### config.mk
export PLATFORM = sky130hd
export DESIGN_NAME = mul_result_bcd_converter_flat
export DESIGN_NICKNAME = d
export VERILOG_FILES = /design/src/rtl/mul_result_bcd_converter_if.sv /design/src/rtl/mul_result_bcd_converter.sv /design/src/flat_wrapper.sv
export SDC_FILE = /design/constraint.sdc
export NUM_CORES = 1
export LEC_CHECK = 0
export CAP_MARGIN = 20
export CELL_PAD_IN_SITES_DETAIL_PLACEMENT = 2
export CELL_PAD_IN_SITES_GLOBAL_PLACEMENT = 2
export CORE_MARGIN = 5
export CORE_UTILIZATION = 30
export CTS_CLUSTER_DIAMETER = 200
export DETAILED_ROUTE_END_ITERATION = 7
export PLACE_DENSITY = 0.78
export SYNTH_ARGS = -nofsm -noshare
export SYNTH_HDL_FRONTEND = slang
export SYNTH_SLANG_ARGS = --single-unit
### constraint.sdc
create_clock -name clk -period 1.8 [get_ports clk]
set_clock_uncertainty 0.15 [all_clocks]
set_input_delay 0.27 -clock clk [delete_from_list [all_inputs] [get_ports clk]]
set_output_delay 0.27 -clock clk [all_outputs]
set_load 0.05 [all_outputs]
### src/rtl/mul_result_bcd_converter_if.sv
// ---------------------------------------------------------------------------
// mul_result_bcd_converter_if
//
// Purpose: groups the request/result signals of the binary-to-BCD converter
//          so the converter and its driver share one bundle.
//
// Signals:
//   start    master -> slave  request a conversion (sampled on rising edge)
//   bin_in   master -> slave  binary value, WIDTH bits, sampled with start
//   busy     slave -> master  conversion in progress
//   done     slave -> master  one-cycle pulse, bcd_out just updated
//   bcd_out  slave -> master  packed BCD result, 4*DIGITS bits, MSD on top
//
// Modports: master (the multiplier/controller side), slave (the converter).
// ---------------------------------------------------------------------------
interface mul_result_bcd_converter_if #(
    parameter int WIDTH  = 16,
    parameter int DIGITS = 5
);
    logic                  start;
    logic [WIDTH-1:0]      bin_in;
    logic                  busy;
    logic                  done;
    logic [4*DIGITS-1:0]   bcd_out;

    modport master (
        output start,
        output bin_in,
        input  busy,
        input  done,
        input  bcd_out
    );

    modport slave (
        input  start,
        input  bin_in,
        output busy,
        output done,
        output bcd_out
    );
endinterface

### src/rtl/mul_result_bcd_converter.sv
// ---------------------------------------------------------------------------
// mul_result_bcd_converter
//
// Purpose: sequential binary-to-BCD converter (shift-add-3 / double dabble)
//          for the 16-bit product of the 8x8 multiplier. One binary bit is
//          consumed per clock; a conversion takes WIDTH cycles from the edge
//          that accepts start to the edge that raises done.
//
// Ports:
//   clk    in   single clock, rising edge
//   rst_n  in   asynchronous assert, active-low reset
//   bus    slave modport of mul_result_bcd_converter_if
//            start/bin_in in, busy/done/bcd_out out (all outputs registered)
//
// Parameters:
//   WIDTH  binary operand width
//   DIGITS BCD digit count; 10**DIGITS must exceed 2**WIDTH - 1
// ---------------------------------------------------------------------------
module mul_result_bcd_converter #(
    parameter int WIDTH  = 16,
    parameter int DIGITS = 5
) (
    input  logic                           clk,
    input  logic                           rst_n,
    mul_result_bcd_converter_if.slave      bus
);
    localparam int BCD_W = 4 * DIGITS;
    localparam int CNT_W = $clog2(WIDTH + 1);

    typedef enum logic [0:0] {
        IDLE  = 1'b0,
        SHIFT = 1'b1
    } state_t;

    state_t             state_q;
    logic [WIDTH-1:0]   bin_q;
    logic [BCD_W-1:0]   scratch_q;
    logic [CNT_W-1:0]   cnt_q;
    logic               busy_q;
    logic               done_q;
    logic [BCD_W-1:0]   bcd_q;

    // Scratch digits after the add-3 correction, and the next shift values.
    logic [BCD_W-1:0]   adj_scratch;
    logic [BCD_W-1:0]   scratch_d;
    logic [WIDTH-1:0]   bin_d;
    // The top bit of the corrected scratch falls off the shift; with a valid
    // DIGITS choice it is always zero.
    logic               unused_adj_msb;

    // Each nibble is corrected independently: a digit >= 5 would become >= 10
    // after doubling, so adding 3 first makes the carry land in the next digit.
    genvar gi;
    generate
        for (gi = 0; gi < DIGITS; gi++) begin : g_adjust
            always_comb begin
                if (scratch_q[4*gi +: 4] >= 4'd5) begin
                    adj_scratch[4*gi +: 4] = scratch_q[4*gi +: 4] + 4'd3;
                end else begin
                    adj_scratch[4*gi +: 4] = scratch_q[4*gi +: 4];
                end
            end
        end
    endgenerate

    // {scratch, binary} shifted left as one register; binary MSB enters
    // scratch bit 0.
    assign {unused_adj_msb, scratch_d, bin_d} = {adj_scratch, bin_q, 1'b0};

    always_ff @(posedge clk or negedge rst_n) begin
        if (!rst_n) begin
            state_q   <= IDLE;
            bin_q     <= '0;
            scratch_q <= '0;
            cnt_q     <= '0;
            busy_q    <= 1'b0;
            done_q    <= 1'b0;
            bcd_q     <= '0;
        end else begin
            done_q <= 1'b0;
            case (state_q)
                IDLE: begin
                    if (bus.start) begin
                        bin_q     <= bus.bin_in;
                        scratch_q <= '0;
                        cnt_q     <= CNT_W'(WIDTH);
                        busy_q    <= 1'b1;
                        state_q   <= SHIFT;
                    end
                end
                SHIFT: begin
                    // start and bin_in are deliberately not looked at here.
                    scratch_q <= scratch_d;
                    bin_q     <= bin_d;
                    cnt_q     <= cnt_q - CNT_W'(1);
                    if (cnt_q == CNT_W'(1)) begin
                        bcd_q   <= scratch_d;
                        done_q  <= 1'b1;
                        busy_q  <= 1'b0;
                        state_q <= IDLE;
                    end
                end
                default: begin
                    state_q <= IDLE;
                    busy_q  <= 1'b0;
                end
            endcase
        end
    end

    assign bus.busy    = busy_q;
    assign bus.done    = done_q;
    assign bus.bcd_out = bcd_q;

endmodule

### src/flat_wrapper.sv
// flat-port wrapper written by rule: the top's interface ports become plain ports
module mul_result_bcd_converter_flat 
#(
    parameter int WIDTH  = 16,
    parameter int DIGITS = 5
)
  (clk, rst_n, bus_start, bus_bin_in, bus_busy, bus_done, bus_bcd_out);
  mul_result_bcd_converter_if #(.WIDTH(WIDTH), .DIGITS(DIGITS)) bus_i ();
  input  logic clk;
  input  logic rst_n;
  input wire logic [$bits(bus_i.start)-1:0] bus_start;
  input wire logic [$bits(bus_i.bin_in)-1:0] bus_bin_in;
  output wire logic [$bits(bus_i.busy)-1:0] bus_busy;
  output wire logic [$bits(bus_i.done)-1:0] bus_done;
  output wire logic [$bits(bus_i.bcd_out)-1:0] bus_bcd_out;
  assign bus_i.start = bus_start;
  assign bus_i.bin_in = bus_bin_in;
  assign bus_busy = bus_i.busy;
  assign bus_done = bus_i.done;
  assign bus_bcd_out = bus_i.bcd_out;
  mul_result_bcd_converter #(.WIDTH(WIDTH), .DIGITS(DIGITS)) u_core (.clk(clk), .rst_n(rst_n), .bus(bus_i));
endmodule
==> impl_results.md, run 1 <==
- Metal3 WL: 402 µm
- Seq cells post-synth: between 60 and 70
- Vias: 2275
- Final nets: between 300 and 400
- Avg WL per Cell: approximately 16 µm
- Top Metal Used: met4
- Largest net degree at the start of global routing: 33
- WL met2: around 3800 µm
- Leakage power: ~1.8 nW
- Asr flop ratio synth: 100%
- Inst Count DP: ~460
- DRC viols: 0
- Clock sinks: 64
- Net Count, Synth: roughly 320
- Setup crit end kind: register
- Clock-pin slew on the worst setup and hold paths: approximately 0.07 ns
- Crit path time final: ~1.7 ns
- Ratio of cells with drive above 1 in the final layout: around 22%
- Total power: 7.72 mW
- Pre-CTS setup slack: -0.0507 ns
- Register area share after synthesis: approximately 50%
- Non-Filler Instances: approximately 480
- First-pass DRT Iterations: 4
- GRT Total Usage: between 10% and 20%
- Avg Inst Size Synth: 10.8 µm²
- Final hold vios: 0
- Hold crit path type: input pin to async pin
- Clock Path Buffers: 2
- Core area: 10200 µm²
- Clock Root Buffer: clkbuf_8
- Data arrival, critical path: about 1.9 ns
- Yosys top cell by area: dfrtp_1
- Number of global-route vias before repair: about 2.7k
- Top post-synthesis cells by area: dfrtp_1 (51%), mux2i_1 (9.3%), ha_1 (4.8%)
- Drt total wl: 7750 µm
- Critical path required time: between 1.5 and 2 ns
- Routed vias/inst: about 4.8
- Post-Layout Inst Area: approximately 4000 µm²
- Synth Cell Area: 3120 µm²
- Final Core Density: 38.2%
- Unrepaired setup endpoints after global routing: yes
- Port Buffers: 40
- Diode count: 0
- GPL Wtd Cong: roughly 0.7
- Distinct cell type count after synthesis: 28
- Drt initial violations: 52
- Hold_ws: about 0.29 ns
- Critical Path Source Type: register
- Max-cap violations: 0
- Initial Util: between 30% and 40%
- Synth cell count leaders: dfrtp_1 (64), nand2_1 (30), mux2i_1 (29)
- Top-count cell post-synth: dfrtp_1
- HPWL after detailed placement: between 5000 and 6000 µm
- Die area: roughly 13000 µm²
- Slew @ Worst Pin: about 0.56 ns
- Die H: roughly 110 µm
- Crit-path max FO: 4
- Global-route wire length before repair: 13200 µm
- Grt ovf: 0
- Area added between synthesis and finish: 25.5%
- Ys Warns: 0
- CTS tree: done
- Status: complete, no violations
- Total negative slack: 0 ns
- # setup viols final: 0
- Tcrit/Tclk final: approximately 96%
- Routed metal-1 wirelength: around 3400 µm
- Clk_lat worst skew: roughly 0.35 ns
- Cell area power density: 1970 nW/µm²
- H-Tree Depth: 3
- Die Wd: about 110 µm
- Setup slack after layout: 0.0711 ns
- Yosys top cell area share: 51.4%
- CTS Buf Count: 9
- Final Max Tran Viols: 0
- # rows: 37
- Synth Flop Type: dfrtp_1
- VDD IR max: ~0.73 mV
- Antenna viol nets, final: 0
- Num ports: 41
- Initial antenna violation count: 0
- Max Freq: a little under 600 MHz
- Placed cell area: 3670 µm²
- Post-synth EDFFs: 0
- Slew HR: 62.4%
- CP Class: register to register
- Cells after Synth: between 200 and 300
## kinds of logic (layout without fill, tap and decap cells)
| group | count (synthesis) | in the layout | synth area share [%] |
|---|---|---|---|
| xor+xnor | 6 | 6 | 1.69 |
| fa+ha+maj | 12 | 12 | 4.82 |
| compound gates | 60 | 60 | 10.9 |
| mux | 41 | 41 | 14.6 |
| buf+inv | 29 | 83 | 4.54 |
| simple gates | 76 | 76 | 12.1 |
| flops | 64 | 64 | 51.4 |
## registers in the layout (all words and copies together), names as in the netlist
register / count
u_core.scratch_q: 20
u_core.bus.busy: 1
u_core.bin_q: 16
u_core.bus.done: 1
u_core.cnt_q: 5
u_core.state_q: 1
u_core.bus.bcd_out: 20
## worst max-delay path, cell delays in order, from the launching register on
cell	delay (ns)
dfrtp_1	0.41
inv_2	0.11
ha_1	0.21
nand2b_1	0.12
a21oi_4	0.19
mux2i_2	0.29
mux2_2	0.19
## routing by layer
layer / vias up / GRT usage (%)
li1: 1078 / -
met1: 1147 / 15.1
met2: 39 / 22.9
met3: 11 / 4.67
met4: 0 / 4.70
met5: - / 0
## worst paths after layout
check	from	endpoint	slack, ns	depth (start not counted)
min reg2reg	u_core.bin_q[10]	u_core.bin_q[11]	0.35	2
max in group asynchronous	rst_n	u_core.bus.bcd_out[6]	0.68	3
min	rst_n	u_core.bin_q[2]	0.29	2
min in group clk	u_core.bin_q[10]	u_core.bin_q[11]	0.35	2
max reg2reg	u_core.scratch_q[13]	u_core.bus.bcd_out[14]	0.07	6
max	u_core.scratch_q[13]	u_core.bus.bcd_out[14]	0.07	6
## cell usage in the layout, fill, tap and decap left out, drive strengths merged, types with 2 or more instances in the layout
cell and count:
mux2i 29, nand2b 6, o21ai 22, nor2 14, a21oi 24, clkinv 2, buf 35, clkbuf 14
mux2 12, nor3 6, nor2b 2, xnor2 5, nand2 30, inv 13, dfrtp 64, ha 12
a21o 10, o31ai 2, nor3b 15, clkdlybuf4s50 17
## power breakdown
part           total, mW  internal [mW]  leakage [nW]  switching, mW
sequential          2.63           2.10         0.798          0.534
clock               1.17          0.612        0.0927          0.554
combinational       3.92           1.63         0.949           2.29
## cell type report
cell class,count,area (µm²)
repair buffers,53,478
well taps,136,170
clock inverters,2,12.5
flip-flops and latches,64,1600
multi-input cells,195,1420
inverters,14,52.6
fillers,1095,6320
clock buffers,14,173
## timing repair
action | in CTS | in global routing
pin swaps | 1 | 2
hold buffers | 1 | 0
setup buffers | 0 | 0
resized for setup | 5 | 9
hold endpoints to repair | 19 | 0
setup endpoints to repair | 6 | 12
(Power assumes the default switching activity.)
==> inputs of run 2 (changes only) <==
CTS_CLUSTER_SIZE = 40   (was unset)
==> results of run 2 <==
Final layout, timing and power as in run 1 (identical DEF).
==> inputs of run 3 (changes only) <==
CORE_UTILIZATION = 36   (was 30)
PLACE_DENSITY = 0.9   (was 0.78)
SLEW_MARGIN = 5   (was unset)
==> run 3 against run 2 <==
  * Hold slack improved by 0.048 ns
  * Non-clock buffer count down 5
  * Fmax fell by 0.15%
  * Cell count decreased by 7.1%
  * Global-route usage rose by 4.3 points
  * Core utilization is 6.4 points higher
  * Sequential share of layout area grew 0.83 points
  * Routed wire length grew 8.8%
  * Critical path depth shrank 1
  * First-iteration DRC count grew 37%
  * Setup slack worse by 0.0027 ns
==> impl_results.md, run 3 (synthesis gave the netlist of run 1 again) <==
- Status: complete, no violations
- Sequential share of power: 34.1%
- Area of the multi-input gates: 1410 µm²
- Number of global-route vias before repair: between 2k and 3k
- Clock Root Buffer: clkbuf_8
- Cell area power density: approximately 2000 nW/µm²
- CTS tree: done
- Max-cap violations: 0
- Diode count: 0
- Top delay family on crit path: multiplexers
- Final hold vios: 0
- Psw: around 3.5 mW
- Final Max Tran Viols: 0
- Reg2Reg Depth: 5
- HPWL after detailed placement: 5530 µm
- Drt initial violations: 71
- Largest stage delay, worst path: 0.42 ns
- Clock-pin slew on the worst setup and hold paths: 0.07 ns
- Port Buffers: 40
- Final Core Density: 44.6%
- Unrepaired setup endpoints after global routing: no
- Avg WL per Cell: around 19 µm
- Ratio of cells with drive above 1 in the final layout: 20.8%
- Reg2reg start: u_core.scratch_q[0]
- CP Class: register to register
- Die H: a little over 100 µm
- CP Cell Sequence: ha_1 -> nand2b_1 -> a21oi_2 -> mux2i_1 -> mux2_4
- Die area: approximately 11000 µm²
- GPL Wtd Cong: 0.733
- Slowest-stage cell, CP: dfrtp_1
- H-Tree Depth: 3
- Num ports: 41
- Commonest non-fill, non-tap cell in the layout: dfrtp_1
- Hold crit path type: input pin to async pin
- Area added between synthesis and finish: 23.0%
- Antenna viol nets, final: 0
- Crit path time final: 1.73 ns
- Tcrit/Tclk final: between 90% and 100%
- Crit-path max FO: 4
- RR Endpoint: u_core.bus.bcd_out[2]
- Critical path required time: 1.94 ns
- Placed cell area: 3590 µm²
- Int Pwr: 4.32 mW
- # setup viols final: 0
- Total negative slack: 0 ns
- Post-CTS setup buffer count: 0
- Drt total wl: between 8000 and 9000 µm
- DRC viols: 0
- FF-to-FF setup slack: between 0.06 and 0.07 ns
- Final nets: approximately 360
- Critical Path Source Type: register
- First-pass DRT Iterations: 4
- Vias: roughly 2.3k
- CTS Buf Count: 9
- Leakage power: around 1.8 nW
- Global-route wire length before repair: approximately 14000 µm
- Most frequent cells in the layout: dfrtp_1 (62), nand2_1 (30), mux2i_1 (28), buf_4 (26), o21ai_0 (22)
- Critical path buffers and inverters: 0
- Slew @ Worst Pin: around 0.52 ns
- Initial Util: 36.3%
- Setup crit end kind: register
- Clock Path Buffers: 2
- Max Freq: slightly below 600 MHz
- Clock sinks: 64
- Grt ovf: 0
- Data arrival, critical path: roughly 1.9 ns
- # fillers: 900
- Die Wd: between 100 and 150 µm
- FF+latch area: between 1500 and 2000 µm²
- Routed vias/inst: around 5.2
- Core area: 8590 µm²
- Total power: 7.83 mW
- # rows: 34
- Slew HR: 65.6%
- VDD IR max: approximately 0.75 mV
- Comb pwr share: between 50% and 60%
- GRT Total Usage: between 10% and 20%
- Initial antenna violation count: 0
- Switching part of the total power: between 40 and 50%
- Clk_lat worst skew: 0.34 ns
- Clock power share: between 10% and 20%
- Largest net degree at the start of global routing: 65
- Post-Layout Inst Area: 3830 µm²
[run 3: cell count changes in the layout (fill, tap and decap cells not counted)]
cell and delta:
buf_4 -5, clkbuf_1 -2, clkbuf_8 +1, a21oi_4 -1
a21oi_1 -1, a21oi_2 +2, mux2i_1 +2, mux2i_2 -2
[run 3: stage by stage]
step           cells  worst slack [ns]  hold slack (ns)
2_1_floorplan    288             0.193           -0.176
3_3_place_gp     428            0.0893            0.163
3_5_place_dp     428           -0.0388            0.167
4_1_cts          444            0.0233            0.327
5_1_grt          444           0.00752            0.373
6_report         444            0.0684            0.333
[run 3: tightest hold or removal path, cell delays in order]
cell and delay, ns:
dlygate4sd3_1 0.53, buf_2 0.13, buf_12 0.30
[run 3: worst max path at each step]
| stage | to | slack [ns] | start | cells after the start |
|---|---|---|---|---|
| after global routing | u_core.bus.bcd_out[18] | 0.008 | u_core.scratch_q[17] | 6 |
| after global placement | u_core.bus.bcd_out[10] | 0.09 | u_core.scratch_q[8] | 5 |
| final | u_core.bus.bcd_out[2] | 0.07 | u_core.scratch_q[0] | 5 |
| after detailed placement | u_core.bus.bcd_out[10] | -0.04 | u_core.scratch_q[8] | 5 |
| after floorplan | u_core.bus.bcd_out[10] | 0.19 | u_core.scratch_q[8] | 5 |
| after CTS | u_core.bus.bcd_out[1] | 0.02 | u_core.scratch_q[1] | 6 |
[run 3: layout make-up]
type / instances / share of cell area (%)
Sequential cell: 64 / 41.9
Multi-Input combinational cell: 195 / 36.8
Timing Repair Buffer: 48 / 11.5
Clock buffer: 13 / 4.67
Tap cell: 108 / 3.53
Inverter: 14 / 1.37
Clock inverter: 2 / 0.326
[run 3: per-layer routing]
| metal | wire [µm] | track usage (%) | vias to the layer above |
|---|---|---|---|
| met1 | 3530 | 20.6 | 1197 |
| met3 | 201 | 2.77 | 16 |
| met4 | 215 | 8.47 | 0 |
| met2 | 4490 | 30.8 | 44 |
| li1 | - | - | 1066 |
| met5 | 0 | 0 | - |
[run 3: power by group through the flow]
stage                     combinational (mW)  sequential (mW)  clock (mW)
after floorplan                         1.98             3.31           0
after global placement                  3.60             2.58           0
after detailed placement                3.85             2.65           0
after CTS                               3.94             2.65        1.24
after global routing                    4.30             2.76        1.30
final                                   3.96             2.67        1.21
[run 3: timing repair]
action | 4_1_cts | 5_1_grt
pin swaps | 0 | 3
endpoints found under the setup margin | 3 | 18
endpoints found under the hold margin | 64 | 0
gates resized for setup | 2 | 10
hold buffers | 1 | 0
